<file path="src/rtl/button_debouncer_pkg.sv">
// rtl/button_debouncer_pkg.sv - shared constants and per-channel state helpers for the button debouncer
//
// Contents:
//   DEBOUNCE_10MS_125MHZ : stable-cycle count giving 10 ms at a 125 MHz clock;
//                          top-level designs pass it as the DEBOUNCE parameter.
//   ch_state_e           : the four effective channel states, encoded as
//                          {level, synchronized input} so they can be read
//                          straight off the channel flops.
//   decode_state()       : maps level and synchronized input to ch_state_e.

package button_debouncer_pkg;

    localparam int DEBOUNCE_10MS_125MHZ = 1250000;

    // A PEND state is simply "synchronized input disagrees with level";
    // the counter only measures how long that disagreement has lasted.
    typedef enum logic [1:0] {
        CH_IDLE_LOW  = 2'b00,
        CH_PEND_HIGH = 2'b01,
        CH_PEND_LOW  = 2'b10,
        CH_IDLE_HIGH = 2'b11
    } ch_state_e;

    function automatic ch_state_e decode_state(input logic level, input logic s2);
        return ch_state_e'({level, s2});
    endfunction

endpackage

</file>
<file path="src/rtl/debounce_channel.sv">
// rtl/debounce_channel.sv - one button channel: 2-flop synchronizer, stability counter, level and strobes
//
// Parameters:
//   DEBOUNCE      : stable-cycle threshold in normal mode (>= 2)
//   TEST_DEBOUNCE : stable-cycle threshold when test_mode is high (2..DEBOUNCE)
// Ports:
//   clk           : sole clock, rising edge
//   rst           : synchronous active-high reset
//   in            : raw active-high button line, asynchronous to clk
//   test_mode     : selects TEST_DEBOUNCE instead of DEBOUNCE, quasi-static
//   level         : registered debounced level
//   press         : one-cycle strobe coinciding with the first high cycle of level
//   release_pulse : one-cycle strobe coinciding with the first low cycle of level

module debounce_channel
    import button_debouncer_pkg::*;
#(
    parameter int DEBOUNCE      = DEBOUNCE_10MS_125MHZ,
    parameter int TEST_DEBOUNCE = 4
) (
    input  logic clk,
    input  logic rst,
    input  logic in,
    input  logic test_mode,
    output logic level,
    output logic press,
    output logic release_pulse
);

    // The counter only ever has to hold T-1 <= DEBOUNCE-1, so clog2 bits suffice.
    localparam int CNT_W = (DEBOUNCE > 1) ? $clog2(DEBOUNCE) : 1;
    localparam logic [CNT_W-1:0] LIMIT_NORMAL = CNT_W'(DEBOUNCE - 1);
    localparam logic [CNT_W-1:0] LIMIT_TEST   = CNT_W'(TEST_DEBOUNCE - 1);

    logic             s1_q, s1_d;
    logic             s2_q, s2_d;
    logic [CNT_W-1:0] cnt_q, cnt_d;
    logic             level_q, level_d;
    logic             press_q, press_d;
    logic             release_q, release_d;

    ch_state_e        state;
    logic [CNT_W-1:0] limit;
    logic             expired;

    // State register: synchronizer, counter, level and registered strobes.
    always_ff @(posedge clk) begin
        if (rst) begin
            s1_q      <= 1'b0;
            s2_q      <= 1'b0;
            cnt_q     <= '0;
            level_q   <= 1'b0;
            press_q   <= 1'b0;
            release_q <= 1'b0;
        end else begin
            s1_q      <= s1_d;
            s2_q      <= s2_d;
            cnt_q     <= cnt_d;
            level_q   <= level_d;
            press_q   <= press_d;
            release_q <= release_d;
        end
    end

    // Threshold select and expiry. The >= compare lets a switch to the
    // shorter threshold fire immediately when the count is already past it,
    // and because the count stops at the limit it can never wrap.
    always_comb begin
        limit   = test_mode ? LIMIT_TEST : LIMIT_NORMAL;
        expired = (cnt_q >= limit);
        state   = decode_state(level_q, s2_q);
    end

    // Next-state logic.
    always_comb begin
        s1_d    = in;
        s2_d    = s1_q;
        cnt_d   = cnt_q;
        level_d = level_q;
        case (state)
            CH_IDLE_LOW, CH_IDLE_HIGH: begin
                // Input agrees with level: any partial count was bounce.
                cnt_d = '0;
            end
            CH_PEND_HIGH, CH_PEND_LOW: begin
                if (expired) begin
                    level_d = ~level_q;
                    cnt_d   = '0;
                end else begin
                    cnt_d = cnt_q + CNT_W'(1);
                end
            end
            default: begin
                cnt_d = '0;
            end
        endcase
    end

    // Strobe logic: computed alongside the toggle so the registered strobe
    // lands on the first cycle of the new level.
    always_comb begin
        press_d   = 1'b0;
        release_d = 1'b0;
        case (state)
            CH_PEND_HIGH: press_d   = expired;
            CH_PEND_LOW:  release_d = expired;
            default: begin
                press_d   = 1'b0;
                release_d = 1'b0;
            end
        endcase
    end

    assign level         = level_q;
    assign press         = press_q;
    assign release_pulse = release_q;

endmodule

</file>
<file path="src/rtl/button_debouncer.sv">
// rtl/button_debouncer.sv - debounces BUTTONS independent push-button lines into level and press/release strobes
//
// Parameters:
//   BUTTONS       : number of independent channels
//   DEBOUNCE      : stable-cycle threshold in normal mode (>= 2)
//   TEST_DEBOUNCE : stable-cycle threshold when test_mode is high (2..DEBOUNCE)
// Ports:
//   clk           : sole clock, rising edge
//   rst           : synchronous active-high reset
//   in            : raw active-high button lines, asynchronous to clk
//   test_mode     : selects TEST_DEBOUNCE for every channel, quasi-static
//   level         : registered debounced level per channel
//   press         : one-cycle strobe per channel when level rises
//   release_pulse : one-cycle strobe per channel when level falls

module button_debouncer
    import button_debouncer_pkg::*;
#(
    parameter int BUTTONS       = 2,
    parameter int DEBOUNCE      = DEBOUNCE_10MS_125MHZ,
    parameter int TEST_DEBOUNCE = 4
) (
    input  logic               clk,
    input  logic               rst,
    input  logic [BUTTONS-1:0] in,
    input  logic               test_mode,
    output logic [BUTTONS-1:0] level,
    output logic [BUTTONS-1:0] press,
    output logic [BUTTONS-1:0] release_pulse
);

    // Channels share only clk, rst and test_mode; nothing crosses between them.
    for (genvar i = 0; i < BUTTONS; i++) begin : g_ch
        debounce_channel #(
            .DEBOUNCE      (DEBOUNCE),
            .TEST_DEBOUNCE (TEST_DEBOUNCE)
        ) u_ch (
            .clk           (clk),
            .rst           (rst),
            .in            (in[i]),
            .test_mode     (test_mode),
            .level         (level[i]),
            .press         (press[i]),
            .release_pulse (release_pulse[i])
        );
    end

endmodule

</file>
<file path="config.mk">
export PLATFORM = sky130hd
export DESIGN_NAME = button_debouncer
export DESIGN_NICKNAME = d
export VERILOG_FILES = /design/src/rtl/button_debouncer_pkg.sv /design/src/rtl/debounce_channel.sv /design/src/rtl/button_debouncer.sv
export SDC_FILE = /design/constraint.sdc
export NUM_CORES = 1
export LEC_CHECK = 0
export ABC_CLOCK_PERIOD_IN_PS = 2900
export CORE_MARGIN = 5
export CORE_UTILIZATION = 55
export CTS_BUF_LIST = sky130_fd_sc_hd__clkbuf_4 sky130_fd_sc_hd__clkbuf_8
export DETAILED_ROUTE_END_ITERATION = 10
export HOLD_SLACK_MARGIN = 0.03
export PLACE_DENSITY = 0.83
export REMOVE_ABC_BUFFERS = 1
export SYNTH_ARGS = -nofsm -noshare
export SYNTH_HDL_FRONTEND = slang
export SYNTH_SLANG_ARGS = --single-unit
</file>
<file path="constraint.sdc">
create_clock -name clk -period 2.9 [get_ports clk]
set_input_delay 0.87 -clock clk [delete_from_list [all_inputs] [get_ports clk]]
set_output_delay 0.87 -clock clk [all_outputs]
set_load 0.03 [all_outputs]
</file>
==> results.sh <==
export IMPL_status="finished, final reports clean"
export IMPL_crit_type="input pin to register"
export IMPL_cp_end_kind="register"
export IMPL_grt_pass1_wl_um=9160
export IMPL_relSlewSlack_pct=70.1
export IMPL_fp_dieH_um=83.5
export IMPL_max_freq_mhz=353
export IMPL_crit_path_end="g_ch[1].u_ch.level$_SDFFE_PP0P_"
export IMPL_ant_nets=0
export IMPL_fin_crit_sh_pct=97.7
export IMPL_ys_warn_count=0
export IMPL_antenna_found_initial=0
export IMPL_tightest_slew_ns=0.445
export IMPL_synth_edf_count=0
export IMPL_cp_num_cells=8
export IMPL_place_area_sq_mm=0.00317
export IMPL_power_density_mw_per_mm2=399
export IMPL_fin_util_pct=63.8
export IMPL_io_buffer_count=10
export IMPL_instances_no_fill=386
export IMPL_max_stage_delay_ns=0.48
export IMPL_nNetsFinal=344
export IMPL_grt_pass1_vias=2110
export IMPL_ys_ff_latch=52
export IMPL_place_hpwl_um=3890
export IMPL_finalInstanceArea_sq_mm=0.00330
export IMPL_cts_setup_buffers=0
export IMPL_drive_gt1_share_pct=25.0
export IMPL_dpl_worst_slack_ns=-0.210
export IMPL_drt_first_pass_iters=4
export IMPL_multi_input_area_sq_mm=0.00180
export IMPL_crit_buf_inv=2
export IMPL_clk_pin_slew_worst_paths_ns=0.10
export IMPL_synth_most_common_cell="dfxtp_1"
export IMPL_dieArea_sq_mm=0.00697
export IMPL_worstPathCellList="clkdlybuf4s50_1 -> buf_4 -> ha_1 -> nand3_1 -> nor3_1 -> a32oi_2 -> a21oi_1 -> mux2_1"
export IMPL_placed_cells=378
export IMPL_grt_overflow=0
export IMPL_power_leakage_nw=1.21
export IMPL_tns_ns=0
export IMPL_syn_area_sq_mm=0.00297
export IMPL_arrival_ns=3.04
export IMPL_timing_rr_end="g_ch[1].u_ch.level$_SDFFE_PP0P_"
export IMPL_critPathMaxFanout=5
export IMPL_setup_ws_ns=0.0678
export IMPL_cp_required_ns=3.11
export IMPL_synthTopCellsByArea="dfxtp_1 35%, ha_1 10%, xor2_1 7.1%"
export IMPL_io_pins=11
export IMPL_htreeDepth=2
export IMPL_fill_cells=379
export IMPL_async_flop_share_pct=0
export IMPL_syn_inst=298
export IMPL_gp_congestion=0.791
export IMPL_holdBufCountCts=0
export IMPL_hold_path_class="register to register"
export IMPL_viasPerCell=5.45
export IMPL_r2r_slack_ns=0.87
export IMPL_synth_xor_area_share_pct=11.2
export IMPL_rr_startpoint="g_ch[1].u_ch.cnt_q[7]$_SDFF_PP0_"
export IMPL_yosys_mux_area_fraction_pct=0.379
export IMPL_cts_sinks=52
export IMPL_cpMaxStageDelayCell="clkdlybuf4s50_1"
export IMPL_core_area_sq_mm=0.00517
export IMPL_synth_cell_types=51
export IMPL_drc_errors=0
export IMPL_wl_um=5260
export IMPL_drv_slew=0
export IMPL_yosysTopAreaCellShare_pct=35.0
export IMPL_clk_latency_ns=0.31
export IMPL_yosys_area_top_type="dfxtp_1"
export IMPL_synth_fa_ha_area_share_pct=10.1
export IMPL_path_delay_family="buffers and inverters"
export IMPL_post_drt_wl_per_cell_um=13.6
export IMPL_synth_compound_area_share_pct=7.54
export IMPL_vias=2105
export IMPL_avgSynthCellArea_sq_um=9.97
export IMPL_drv_cap=0
export IMPL_drt_iter0_drc=116
export IMPL_worstSetupStartpoint="test_mode"
export IMPL_layout_area_seq_sq_mm=0.00104
export IMPL_grt_max_degree=17
export IMPL_hold_viol_final=0
export IMPL_die_w_um=83.5
export IMPL_clockRootBuffer="clkbuf_8"
export IMPL_min_period_ns=2.83
export IMPL_ys_flop_type="dfxtp_1"
export IMPL_r2r_worst_path_cells=6
export IMPL_area_growth_syn_to_layout_pct=11.0
export IMPL_track_usage_pct=15.7
export IMPL_cts_tree="yes"
export IMPL_skew_ns=0.00664
export IMPL_yosysSeqAreaShare_pct=35.0
export IMPL_setup_viol=0
export IMPL_ys_top_cells_by_count="52 x dfxtp_1, 24 x ha_1, 24 x xor2_1, 20 x nor3_2, 19 x nor2_2"
export IMPL_synth_top_family_by_area="simple AND/OR/NAND/NOR gates"
export IMPL_num_rows=26
export IMPL_initial_utilization_pct=57.4
export IMPL_startpoint_type="input pin"
export IMPL_diodes=0
export IMPL_max_clock_path_buffers=2
export IMPL_cts_buffers=5
export IMPL_irDropWorstVdd_uv=372
export IMPL_yosys_area_share_simple_pct=30.8
==> sequential cells by signal (all words and copies together), names as in the netlist <==
signal,cells
g_ch.u_ch.cnt_q,42
g_ch.u_ch.level,2
g_ch.u_ch.press,2
g_ch.u_ch.release_pulse,2
g_ch.u_ch.s1_q,2
g_ch.u_ch.s2_q,2
==> placed cells by master (no fill, tap or decap), types with 3 or more instances in the layout <==
cell,netlist,routed
ha_1,24,24
and4_1,5,5
nand3_1,16,16
xor2_1,24,24
nand4_1,8,8
clkdlybuf4s50_1,0,10
and3_1,7,7
a21oi_1,4,4
dfxtp_1,52,52
xnor2_1,14,14
inv_1,8,8
nor2b_1,4,4
clkbuf_8,0,5
nor2_1,12,12
o21ai_0,4,4
nor3_2,20,20
nor4_1,4,3
buf_4,6,12
nand2_1,17,17
nor2_2,19,19
nor3_1,7,7
==> how the worst min path moves through the flow <==
stage	startpoint	endpoint	cells past startpoint
4_1_cts	g_ch[0].u_ch.s1_q$_SDFF_PP0_	g_ch[0].u_ch.s2_q$_SDFF_PP0_	1
3_3_place_gp	g_ch[1].u_ch.s1_q$_SDFF_PP0_	g_ch[1].u_ch.s2_q$_SDFF_PP0_	1
5_1_grt	g_ch[0].u_ch.s1_q$_SDFF_PP0_	g_ch[0].u_ch.s2_q$_SDFF_PP0_	1
6_report	g_ch[0].u_ch.s1_q$_SDFF_PP0_	g_ch[0].u_ch.s2_q$_SDFF_PP0_	1
3_5_place_dp	g_ch[0].u_ch.s1_q$_SDFF_PP0_	g_ch[0].u_ch.s2_q$_SDFF_PP0_	1
2_1_floorplan	g_ch[0].u_ch.s1_q$_SDFF_PP0_	g_ch[0].u_ch.s2_q$_SDFF_PP0_	1
==> layer usage <==
metal	routed length [um]	part of all wire [%]	global-route usage [%]	up-vias
li1	-	-	-	1087
met1	2480	47	19.1	980
met2	2510	48	26.2	31
met3	191	3.6	3.85	7
met5	0	0	0	-
met4	78	1.5	6.73	0
==> power breakdown <==
| part | internal (mW) | total (mW) | switching, mW |
|---|---|---|---|
| registers | 0.721 | 0.728 | 0.00701 |
| logic | 0.0365 | 0.0914 | 0.0549 |
| clock network | 0.256 | 0.498 | 0.242 |
| total | 1.01 | 1.32 | 0.304 |
==> kinds of logic (layout without fill, tap and decap cells) <==
family                   Yosys count  in the layout
AND/OR/NAND/NOR                  134            134
flip-flops                        52             52
XOR/XNOR                          38             38
AO/OA/AOI/OAI                     27             27
adder cells (fa/ha/maj)           24             24
buffers and inverters             22             40
multiplexers                       1              1
==> area by class of cell <==
type	count	share of cell area (%)
clock buffer	5	2.09
clock inverter	3	1.29
multi-input combinational	224	54.5
inverter	8	0.910
sequential	52	31.6
tap	70	2.66
timing repair buffer	24	6.98
==> what timing repair did <==
| item | in CTS | in global routing |
|---|---|---|
| endpoints found under the setup margin | 0 | 1 |
| hold endpoints to repair | 0 | 0 |
| resized for setup | 0 | 2 |
==> metrics by stage <==
| stage | total power [mW] | hold WS, ns |
|---|---|---|
| final | 1.32 | 0.446 |
| after global routing | 1.37 | 0.458 |
| after CTS | 1.33 | 0.447 |
| after detailed placement | 0.834 | 0.425 |
| after global placement | 0.829 | 0.421 |
| after floorplan | 0.793 | 0.414 |
Power figures use the tool's default switching activity.
